`src/rtl/hex_disp_pkg.sv`:
```
// Shared widths, scan-state encoding, display payload and blanking helper for the hex display scanner.
package hex_disp_pkg;

    localparam int unsigned NUM_DIGITS = 4;
    localparam int unsigned DIGIT_W    = 4;
    localparam int unsigned IDX_W      = $clog2(NUM_DIGITS);
    localparam int unsigned VALUE_W    = NUM_DIGITS * DIGIT_W;

    typedef enum logic {
        DEAD  = 1'b0,
        DRIVE = 1'b1
    } scan_state_t;

    typedef struct packed {
        logic [NUM_DIGITS-1:0] dp;
        logic [VALUE_W-1:0]    value;
    } disp_word_t;

    // A digit above 0 goes dark when it and every digit to its left are zero and its point is off.
    function automatic logic digit_blanked(input disp_word_t w, input logic [IDX_W-1:0] idx);
        logic upper_zero;
        upper_zero = 1'b1;
        for (int unsigned d = 0; d < NUM_DIGITS; d++) begin
            if (d >= 32'(idx)) begin
                upper_zero = upper_zero & (w.value[d*DIGIT_W +: DIGIT_W] == '0);
            end
        end
        return (idx != '0) && upper_zero && !w.dp[idx];
    endfunction

endpackage

```
`src/rtl/tick_gen.sv`:
```
// Free-running prescaler: counts 0..DIV-1 and flags the terminal count in the same cycle.
module tick_gen #(
    parameter int unsigned DIV   = 50000,
    parameter int unsigned CNT_W = $clog2(DIV)
) (
    input  logic             Clk,
    input  logic             nRst,
    output logic [CNT_W-1:0] count,
    output logic             tc
);

    // tc is registered alongside count so it is high exactly while count == DIV-1.
    always_ff @(posedge Clk or negedge nRst) begin
        if (!nRst) begin
            count <= '0;
            tc    <= 1'b0;
        end else if (tc) begin
            count <= '0;
            tc    <= 1'b0;
        end else begin
            count <= count + CNT_W'(1);
            tc    <= (count == CNT_W'(DIV - 2));
        end
    end

endmodule

```
`src/rtl/hex_display_scanner.sv`:
```
// Multiplexed four-digit hex scanner: anode timing, dead-time, leading-zero blanking and frame-synchronous value update.
module hex_display_scanner
    import hex_disp_pkg::*;
#(
    parameter int unsigned REFRESH_DIV = 50000,
    parameter int unsigned DEAD_CYCLES = 2
) (
    input  logic                  Clk,
    input  logic                  nRst,
    input  logic [VALUE_W-1:0]    Value,
    input  logic [NUM_DIGITS-1:0] DPIn,
    input  logic                  Load,
    input  logic                  LZB,
    output logic [DIGIT_W-1:0]    Hex,
    output logic                  DP,
    output logic [NUM_DIGITS-1:0] An,
    output logic                  FrameDone
);

    localparam int unsigned      CNT_W    = $clog2(REFRESH_DIV);
    localparam logic [IDX_W-1:0] LAST_IDX = IDX_W'(NUM_DIGITS - 1);

    logic [CNT_W-1:0]      cnt;
    logic [CNT_W-1:0]      cnt_nxt;
    logic                  tc;
    logic [IDX_W-1:0]      idx;
    logic [IDX_W-1:0]      idx_nxt;
    scan_state_t           state;
    scan_state_t           state_nxt;
    disp_word_t            active_q;
    disp_word_t            active_nxt;
    disp_word_t            pend_q;
    logic                  pend_vld;
    logic [NUM_DIGITS-1:0] an_nxt;
    logic [DIGIT_W-1:0]    hex_nxt;
    logic                  dp_nxt;
    logic                  fd_nxt;

    tick_gen #(
        .DIV   (REFRESH_DIV),
        .CNT_W (CNT_W)
    ) u_tick (
        .Clk   (Clk),
        .nRst  (nRst),
        .count (cnt),
        .tc    (tc)
    );

    // Scan state and registered display outputs; async reset blanks the anodes immediately.
    always_ff @(posedge Clk or negedge nRst) begin
        if (!nRst) begin
            state     <= DEAD;
            idx       <= '0;
            An        <= '1;
            Hex       <= '0;
            DP        <= 1'b0;
            FrameDone <= 1'b0;
        end else begin
            state     <= state_nxt;
            idx       <= idx_nxt;
            An        <= an_nxt;
            Hex       <= hex_nxt;
            DP        <= dp_nxt;
            FrameDone <= fd_nxt;
        end
    end

    // Pending capture wins over the frame-end clear so a Load in the FrameDone cycle is kept.
    always_ff @(posedge Clk or negedge nRst) begin
        if (!nRst) begin
            active_q <= '0;
            pend_q   <= '0;
            pend_vld <= 1'b0;
        end else begin
            active_q <= active_nxt;
            if (Load) begin
                pend_q   <= '{dp: DPIn, value: Value};
                pend_vld <= 1'b1;
            end else if (FrameDone) begin
                pend_vld <= 1'b0;
            end
        end
    end

    // Outputs are computed from the next-cycle scan position so they line up with the prescaler count.
    always_comb begin
        cnt_nxt    = tc ? '0 : cnt + CNT_W'(1);
        idx_nxt    = tc ? idx + IDX_W'(1) : idx;
        active_nxt = (FrameDone && pend_vld) ? pend_q : active_q;
        state_nxt  = state;
        an_nxt     = '1;

        case (state)
            DEAD:  if (DEAD_CYCLES == 0 || cnt_nxt == CNT_W'(DEAD_CYCLES)) state_nxt = DRIVE;
            DRIVE: if (tc && DEAD_CYCLES != 0) state_nxt = DEAD;
        endcase

        if (state_nxt == DRIVE && !(LZB && digit_blanked(active_nxt, idx_nxt))) begin
            an_nxt = ~(NUM_DIGITS'(1) << idx_nxt);
        end

        hex_nxt = active_nxt.value[idx_nxt*DIGIT_W +: DIGIT_W];
        dp_nxt  = active_nxt.dp[idx_nxt];
        fd_nxt  = (cnt_nxt == CNT_W'(REFRESH_DIV - 1)) && (idx_nxt == LAST_IDX);
    end

endmodule

```
`config.mk`:
```
export PLATFORM = sky130hd
export DESIGN_NAME = hex_display_scanner
export DESIGN_NICKNAME = d
export VERILOG_FILES = /design/src/rtl/hex_disp_pkg.sv /design/src/rtl/tick_gen.sv /design/src/rtl/hex_display_scanner.sv
export SDC_FILE = /design/constraint.sdc
export NUM_CORES = 1
export LEC_CHECK = 0
export CAP_MARGIN = 20
export CORE_AREA = 8 8 115 117
export DETAILED_ROUTE_END_ITERATION = 8
export DIE_AREA = 0 0 123 125
export GPL_TIMING_DRIVEN = 0
export SLEW_MARGIN = 20
export SYNTH_ARGS = -nofsm -noshare
export SYNTH_HDL_FRONTEND = slang
export SYNTH_SLANG_ARGS = --single-unit
```
`constraint.sdc`:
```
create_clock -name Clk -period 4 [get_ports Clk]
set_input_delay 0.4 -clock Clk [delete_from_list [all_inputs] [get_ports Clk]]
set_output_delay 0.4 -clock Clk [all_outputs]
set_load 0.01 [all_outputs]
```
# Word level (Yosys, flattened, before mapping)
# Cells that the tools add are included.
# classes
add_sub_neg	2
n_lt_le_gt_ge	4
n_eq_ne	4
shift	2
n_mux	15
bitwise_logic	5
reduce_logical	14
# ops
operator	n
== test 16 bit (second input constant)	2
2-to-1 mux 20 bit	1
adder 16 x 1 -> 16 bit (second input constant)	1
== test 16 x 2 -> 1 bit (second input constant)	1
logical NOT 4 bit	4
2-to-1 mux 16 bit	1
indexed part select 16 x 5 -> 4 bit	1
2-to-1 mux 1 bit	9
logical AND 1 bit	6
greater-or-equal comparator 1 x 2 -> 1 bit (first input constant)	2
2-to-1 mux 4 bit	1
NOT 4 bit	1
nonzero test 2 bit	2
left shift 1 x 2 -> 4 bit (first input constant)	1
AND 1 bit	3
< comparator 2 x 3 -> 1 bit (second input constant)	1
adder 2 x 1 -> 2 bit (second input constant)	1
binary-select mux 1 bit (select 2 bit)	1
== test 2 bit (second input constant)	1
greater-or-equal comparator 2 bit (first input constant)	1
logical NOT 1 bit	2
2-to-1 mux 2 bit	1
one-hot mux 1 bit (2 select lines)	1
NOT 1 bit	1
# word_totals
ff_bits	71
input_bits	24
output_inout_bits	10
wordCells	59

# Longest topological paths before layout
# Gate-level depths: netlist of the first run.
# depth
depth_word	15
mapped_depth	8
ltp_nobuf	8

# Cells and area by module
# A second synthesis of the first run with hierarchy kept.
# unflattened
cells_unflattened	301
hier_area_um2	3534.6
# modules_own_cells
mod	instances	cells_each	area_each_um2	seq_area_each_um2
hex_display_scanner	1	213	2652.5	1356.3
tick_gen	1	88	882.1	425.4

# Worst setup path after synthesis of the first run
# Ideal clock, no wire load.
# synth_path
path_kind	register to register
startpoint	register u_tick.count[0]
endpoint	register state
setup_ns	0.076
arrival_ns	2.103
required_ns	3.924
setup_slack_ns	1.821
stages_incl_launch_ff	8
path_buffers	0
synth_period_minus_slack_ns	2.179
path_cell_list	dfrtp_1 > ha_1 > and3_2 > mux2_2 > o311ai_0 > a221o_1 > or4_1 > o21ai_1
# synth_via
elab_chain_cells	5
# synth_lines
item	line	source
start, declared	tick_gen.sv:8	output logic [CNT_W-1:0] count,
start signal, assigned	tick_gen.sv:21	count <= count + CNT_W'(1);
adder 16 x 1 -> 16 bit	hex_display_scanner.sv:87	cnt_nxt = tc ? '0 : cnt + CNT_W'(1);
2-to-1 mux 16 bit	hex_display_scanner.sv:87	
== test 16 x 2 -> 1 bit	hex_display_scanner.sv:94	DEAD: if (DEAD_CYCLES == 0 || cnt_nxt == CNT_W'(DEAD_CYCLES)) state_nxt = DRIVE;
2-to-1 mux 1 bit	hex_display_scanner.sv:94	
one-hot mux 1 bit (2 select lines)	hex_display_scanner.sv:93	case (state)
via state_nxt	hex_display_scanner.sv:29	scan_state_t state_nxt;
end signal, assigned	hex_display_scanner.sv:59	state <= state_nxt;
end, declared	hex_display_scanner.sv:28	scan_state_t state;
# The timed path passes the listed nets, and every way through them passes these cells.
# A chain may end at the register's enable or synchronous reset.

# Worst setup path after layout of the first run
# layout_path
startpoint	register u_tick.count[0]
endpoint	register An[1]
# layout_via
elab_chain_cells	7
# layout_lines
item	line	source
adder 16 x 1 -> 16 bit	hex_display_scanner.sv:87	
2-to-1 mux 16 bit	hex_display_scanner.sv:87	
== test 16 x 2 -> 1 bit	hex_display_scanner.sv:94	
2-to-1 mux 1 bit	hex_display_scanner.sv:94	
one-hot mux 1 bit (2 select lines)	hex_display_scanner.sv:93	
logical AND 1 bit	hex_display_scanner.sv:98	if (state_nxt == DRIVE && !(LZB && digit_blanked(active_nxt, idx_nxt))) begin
2-to-1 mux 4 bit	hex_display_scanner.sv:98	
via an_nxt[1]	hex_display_scanner.sv:34	logic [NUM_DIGITS-1:0] an_nxt;
end signal, assigned	hex_display_scanner.sv:61	An <= an_nxt;
end, declared	hex_display_scanner.sv:16	output logic [NUM_DIGITS-1:0] An,
# The timed path passes the listed nets, and every way through them passes these cells.

==> impl_results.md, run 1 <==
- Worst hold slack after final layout: -0.0101 ns
- Via-to-Cell Ratio: 4.87
- Post-Route Utilization: 0.359
- Commonest non-fill, non-tap cell in the layout: sky130_fd_sc_hd__dfrtp_1
- Number of clock buffers inserted by TritonCTS: 9
- Number of standard cells in the final layout excluding fillers: 485
- Clock edge transition at the registers on the reported setup and hold paths: 0.06 ns
- Share of layout cells above drive strength 1: 0.195
- Number of H-tree levels: 3
- Count of distinct cell types in the synthesized netlist: 57
- Final estimated routing congestion in global placement: 0.779
- Fin Setup TNS: 0 ns
- Post-CTS setup buffer count: 0
- CTS tree: done
- FF-to-FF setup slack: 1.52 ns
- Floorplan die height: 125 um
- Initial core utilization: 0.286
- Fin. Hold Viols: 10
- 1st-pass router iterations: 4
- Detailed-route wire length per cell: 15.1 um
- Arrival time worst endpoint: 2.70 ns
- Largest cells by area after synthesis: sky130_fd_sc_hd__dfrtp_1 (50%), sky130_fd_sc_hd__mux2_2 (10%), sky130_fd_sc_hd__mux2i_1 (3.3%), sky130_fd_sc_hd__dfstp_2 (3.2%), sky130_fd_sc_hd__inv_1 (2.5%)
- Synthesis warning total: 0
- Rel. slew slack: 0.540
- Final Max Slew Viols: 0
- End of the worst register-to-register path: An[1]
- Transition time of the tightest slew-check pin: 0.688 ns
- Antenna violations before repair: 0
- Depth of the most critical reg-to-reg path: 7
- Avg Cell Area, Syn: 11.5 um2
- Die outline width: 123 um
- PD cells: 402 mW/mm2
- Number of global-route vias before repair: 2419
- Ys flop type: sky130_fd_sc_hd__dfrtp_1
- Run status: finished with violations
- Final period demand of the worst path: 2.48 ns
- Final setup fails: 0
- Post-synth ARST share: 1.00
- Endpoint required time on the critical path: 4.21 ns
- RSZ-0062 raised after global routing: false
- Number of buffers inserted for hold repair after clock tree synthesis: 0
- Worst-skew pair later-pin latency: 0.33 ns
- Routed vias: 2363
- Cell type contributing the most total cell area after synthesis: sky130_fd_sc_hd__dfrtp_1
- Nature of the critical path endpoint: flop
- Critical path start-end classification: flop to flop
- Total GRT Usage: 0.101
- Kind of path behind the tightest hold check: primary input to asynchronous set/reset pin
- Pleak: 1.91 nW
- Upper clock frequency limit: 403 MHz
- Violations in the final reports: hold timing
- DRT antenna net count: 0
- Leading cell types in the layout, fill and taps excluded: sky130_fd_sc_hd__dfrtp_1 (67), sky130_fd_sc_hd__clkdlybuf4s50_1 (32), sky130_fd_sc_hd__mux2_2 (30), sky130_fd_sc_hd__inv_1 (22), sky130_fd_sc_hd__nor2_1 (19)
- Post-Synthesis Net Count: 315
- Reg-to-reg startpoint: u_tick.count[0]
- Post-Route Skew: 0.00833 ns
- Max clock buf depth: 2
- Synthesis-to-layout area growth: 25.7%
- Number of cells in the design after placement: 470
- Diode count: 0
- Number of enable-type register cells in the synthesized netlist: 0
- Netlist area before placement: 0.00332 mm2
- Root buffer selected by CTS: sky130_fd_sc_hd__clkbuf_16
- Number of top-level pins: 34
- Critical Path Start: u_tick.count[0]
- Synthesized instance count: 289
- Proportion of netlist area held by the largest area contributor: 0.505
- Die ar.: 0.0154 mm2
- Maximum number of pins on one net before global-route repair: 45
- Remaining global-route overflow: 0
- DRC violation total after the first TritonRoute iteration: 84
- Global-route wire length before repair: 12200 um
- DRC violations left: 0
- Core box area: 0.0116 mm2
- Final critical-path share of the clock period: 0.621
- Total length of routed wires: 7330 um
- Number of instances resized during post-cts repair: 0
- Startpoint type of the worst setup path: flop
- Crit path max fanout: 8
- Port buffer count: 33
- Standard-cell rows: 40
- Total Nets Final: 360
- Total of flip-flops plus latches after synthesis: 71
- Post-DP HPWL: 5400 um
- Number of max-cap violations: 0
- Num Clock Sinks: 71
- Seq/Total Area, Yosys: 0.537
- IR drop worst, VDD: 0.206 mV
- Total power of the final layout: 0.00168 W
[stage by stage]
| stage | setup WS [ns] | cell area, um2 |
|---|---|---|
| floorplan | 1.82 | 3320 |
| global placement | 0.0949 | 3830 |
| detailed placement | 1.51 | 3850 |
| CTS | 1.50 | 4170 |
| global route | 1.29 | 4170 |
| finish | 1.52 | 4170 |
[worst max-delay path by stage]
| stage | endpoint | slack [ns] |
|---|---|---|
| 6_report | An[1] | 1.52 |
| 4_1_cts | An[1] | 1.50 |
| 2_1_floorplan | state | 1.82 |
| 3_3_place_gp | pend_q[10] | 0.09 |
| 5_1_grt | An[1] | 1.29 |
| 3_5_place_dp | An[3] | 1.51 |
[cell type report]
cell class | count | area, um2
fill | 1144 | 7440
inverter | 22 | 82.6
buffer | 11 | 51.3
clock buffer | 10 | 239
tap | 147 | 184
timing repair buffer | 34 | 348
sequential | 71 | 1780
multi-input combinational | 185 | 1410
clock inverter | 5 | 82.6
[synth_stat cells (all sizes together), types with 2 or more instances]
master and instances:
and2 2, a21oi 8, o221ai 3, o21a 2
dfrtp 67, mux2i 11, xor2 5, nand4b 3
clkbuf 6, and3 4, o22ai 2, nor2 19
xnor2 5, nor3b 2, or3 4, nand3 6
o211ai 2, o21ai 10, nand4 11, nor4 5
nor2b 2, or2 4, nand2 15, nor3 5
o41ai 2, buf 5, ha 2, or4 3
and4 2, dfstp 4, mux2 30, inv 22
a221o 3
[logic make-up (layout without fill, tap and decap cells)]
kind of cell	Yosys count	count (layout)	share of synthesized area
fa+ha+maj	2	2	0.00753
simple gates	90	90	0.161
compound gates	41	41	0.0867
xor+xnor	10	10	0.0264
buf+inv	33	82	0.0403
flops	71	71	0.537
mux	42	42	0.142
[registers in the layout, indices dropped and copies added (netlist names)]
| signal | flops |
|---|---|
| Hex | 4 |
| pend_q | 20 |
| idx | 2 |
| active_q | 20 |
| FrameDone | 1 |
| DP | 1 |
| pend_vld | 1 |
| An | 4 |
| state | 1 |
| u_tick.count | 16 |
| u_tick.tc | 1 |
[routing by layer]
layer | GRT usage | part of all wire
met3 | 0.0324 | 0.053
met4 | 0.0475 | 0.022
met1 | 0.130 | 0.48
met5 | 0 | 0
met2 | 0.149 | 0.45
[worst max-delay path: stages (launching register included)]
cell	delay (ns)
sky130_fd_sc_hd__dfrtp_1	0.46
sky130_fd_sc_hd__ha_1	0.32
sky130_fd_sc_hd__inv_1	0.18
sky130_fd_sc_hd__nor3_2	0.26
sky130_fd_sc_hd__nand4_1	0.12
sky130_fd_sc_hd__a221o_1	0.42
sky130_fd_sc_hd__o41ai_2	0.44
sky130_fd_sc_hd__nand4b_1	0.16
[report_power, final]
part	switching, W	internal (W)
registers	0.0000126	0.000739
logic	0.0000279	0.0000401
clock network	0.000300	0.000560
total	0.000341	0.00134
No activity file was read; power rests on OpenSTA's default activity.
==> run 2, diff against run 1 <==
Clock period 4 ns to 2.5 ns, I/O delays scaled along.
==> run 2 against run 1 <==
The run now ends clean; final cell count grew 0.62%; sequential share of layout area shrank 0.41 points; final area grew 1.0%; routed wire length grew 0.41%; total power grew 60%; hold slack gained 0.39 ns; critical endpoint is now state.
==> impl_results.md, run 2 (synthesis results as in run 1) <==
- Run status: finished clean
- Area of the multi-input gates: 0.00142 mm2
- Kind of path behind the tightest hold check: primary input to asynchronous set/reset pin
- Routed vias: 2379
- Routed length on met1: 3550 um
- PD cells: 638 mW/mm2
- Startpoint type of the worst setup path: flop
- Number of global-route vias before repair: 2419
- Final setup fails: 0
- Highest layer used for signal routing: met4
- Worst-skew pair later-pin latency: 0.33 ns
- Global-route wire length before repair: 12200 um
- Total Nets Final: 363
- Pleak: 1.93 nW
- Regs by FF count: active_q: 20 flops, pend_q: 20 flops, u_tick.count: 16 flops
- Number of max-cap violations: 0
- Leading cell types in the layout, fill and taps excluded: sky130_fd_sc_hd__dfrtp_1 (66), sky130_fd_sc_hd__clkdlybuf4s50_1 (32), sky130_fd_sc_hd__mux2_2 (30), sky130_fd_sc_hd__inv_1 (22), sky130_fd_sc_hd__nor2_1 (19)
- Root buffer selected by CTS: sky130_fd_sc_hd__clkbuf_16
- Remaining global-route overflow: 0
- RSZ-0062 raised after global routing: false
- Final critical-path share of the clock period: 0.938
- Max clock buf depth: 2
- Die outline width: 123 um
- Total GRT Usage: 0.101
- Initial core utilization: 0.286
- Diode count: 0
- Antenna violations before repair: 0
- Fin. Hold Viols: 0
- Detailed-route wire length per cell: 15.1 um
- Rel. slew slack: 0.544
- Floorplan die height: 125 um
- Area taken by flip-flops and latches: 0.00178 mm2
- Count of filler cells inserted in the layout: 1137
- Number of clock buffers inserted by TritonCTS: 9
- Die ar.: 0.0154 mm2
- Port buffer count: 33
- IR drop worst, VDD: 0.331 mV
- Critical path start-end classification: flop to flop
- Via-to-Cell Ratio: 4.88
- Commonest non-fill, non-tap cell in the layout: sky130_fd_sc_hd__dfrtp_1
- Number of standard cells in the final layout excluding fillers: 488
- Number of H-tree levels: 3
- DRT antenna net count: 0
- Worst hold slack after final layout: 0.381 ns
- Synthesis-to-layout area growth: 27.0%
- Arrival time worst endpoint: 2.60 ns
- Number of top-level pins: 34
- Upper clock frequency limit: 426 MHz
- Crit path max fanout: 6
- DRC violations left: 0
- Reg-to-reg startpoint: u_tick.count[1]
- Transition time of the tightest slew-check pin: 0.682 ns
- Endpoint required time on the critical path: 2.75 ns
- Critical Path Start: u_tick.count[1]
- End of the worst register-to-register path: state
- DRC violation total after the first TritonRoute iteration: 82
- Core box area: 0.0116 mm2
- Post-DP HPWL: 5400 um
- WL met2: 3310 um
- Maximum number of pins on one net before global-route repair: 45
- Final estimated routing congestion in global placement: 0.779
- 1st-pass router iterations: 4
- Total power of the final layout: 0.00269 W
- Post-Route Skew: 0.00813 ns
- Number of cells in the design after placement: 470
- Num Clock Sinks: 71
- Final Max Slew Viols: 0
- Final period demand of the worst path: 2.35 ns
- Fin Setup TNS: 0 ns
- Total length of routed wires: 7360 um
- Clock edge transition at the registers on the reported setup and hold paths: 0.06 ns
- DR WL met3: 341 um
- Share of layout cells above drive strength 1: 0.211
- CTS tree: done
- Nature of the critical path endpoint: flop
- Depth of the most critical reg-to-reg path: 7
- FF-to-FF setup slack: 0.15 ns
- Standard-cell rows: 40
## run 2: cell count changes in the layout (fill, tap and decap cells not counted), sizes merged
cell / previous run / this run
buf: 7 / 9
dlygate4sd3: 0 / 1
## run 2: metrics by stage
| stage | utilization | worst slack, ns | area [um2] |
|---|---|---|---|
| floorplan | - | 0.321 | 3320 |
| global placement | 0.330 | -1.26 | 3830 |
| detailed placement | 0.332 | 0.00687 | 3850 |
| CTS | 0.362 | 0.0375 | 4200 |
| global route | 0.363 | 0.00429 | 4220 |
| finish | 0.363 | 0.154 | 4220 |
## run 2: power breakdown
group	switching (W)	internal (W)
sequential	0.0000201	0.00118
clock	0.000482	0.000896
combinational	0.0000449	0.0000651
total	0.000547	0.00214
## run 2: how the worst max path moves through the flow
stage / end / slack [ns] / cells after the start
2_1_floorplan: state / 0.32 / 7
3_3_place_gp: pend_q[10] / -1.26 / 1
3_5_place_dp: An[3] / 0.007 / 8
4_1_cts: state / 0.04 / 7
5_1_grt: An[1] / 0.004 / 7
6_report: state / 0.15 / 7
## run 2: critical path: stages (launching register included)
cell,delay (ns)
sky130_fd_sc_hd__dfrtp_1,0.42
sky130_fd_sc_hd__ha_2,0.28
sky130_fd_sc_hd__inv_1,0.15
sky130_fd_sc_hd__nor3_2,0.25
sky130_fd_sc_hd__nand4_1,0.12
sky130_fd_sc_hd__a221o_1,0.44
sky130_fd_sc_hd__or4_1,0.48
sky130_fd_sc_hd__o21ai_1,0.13
## run 2: cell type report
class | instances | share of cell area
sequential | 71 | 0.423
multi-input combinational | 185 | 0.337
timing repair buffer | 37 | 0.0884
clock buffer | 10 | 0.0567
tap | 147 | 0.0436
clock inverter | 5 | 0.0196
inverter | 22 | 0.0196
buffer | 11 | 0.0125
## run 2: repair_timing
action | in CTS | in global routing
endpoints found under the setup margin | 1 | 4
gates resized for setup | 3 | 3
setup buffers | 0 | 2
hold buffers | 1 | 0
hold endpoints to repair | 23 | 0
## run 2: layer usage
metal / vias up / track usage
met5: - / 0
met4: 0 / 0.0475
met3: 13 / 0.0324
met2: 54 / 0.149
met1: 1174 / 0.131
li1: 1138 / -
==> run 3, diff against run 2 <==
Settings changed: TNS_END_PERCENT from default to 1.
==> results of run 3 <==
The final DEF is identical to that of run 2; final timing and power are the same.
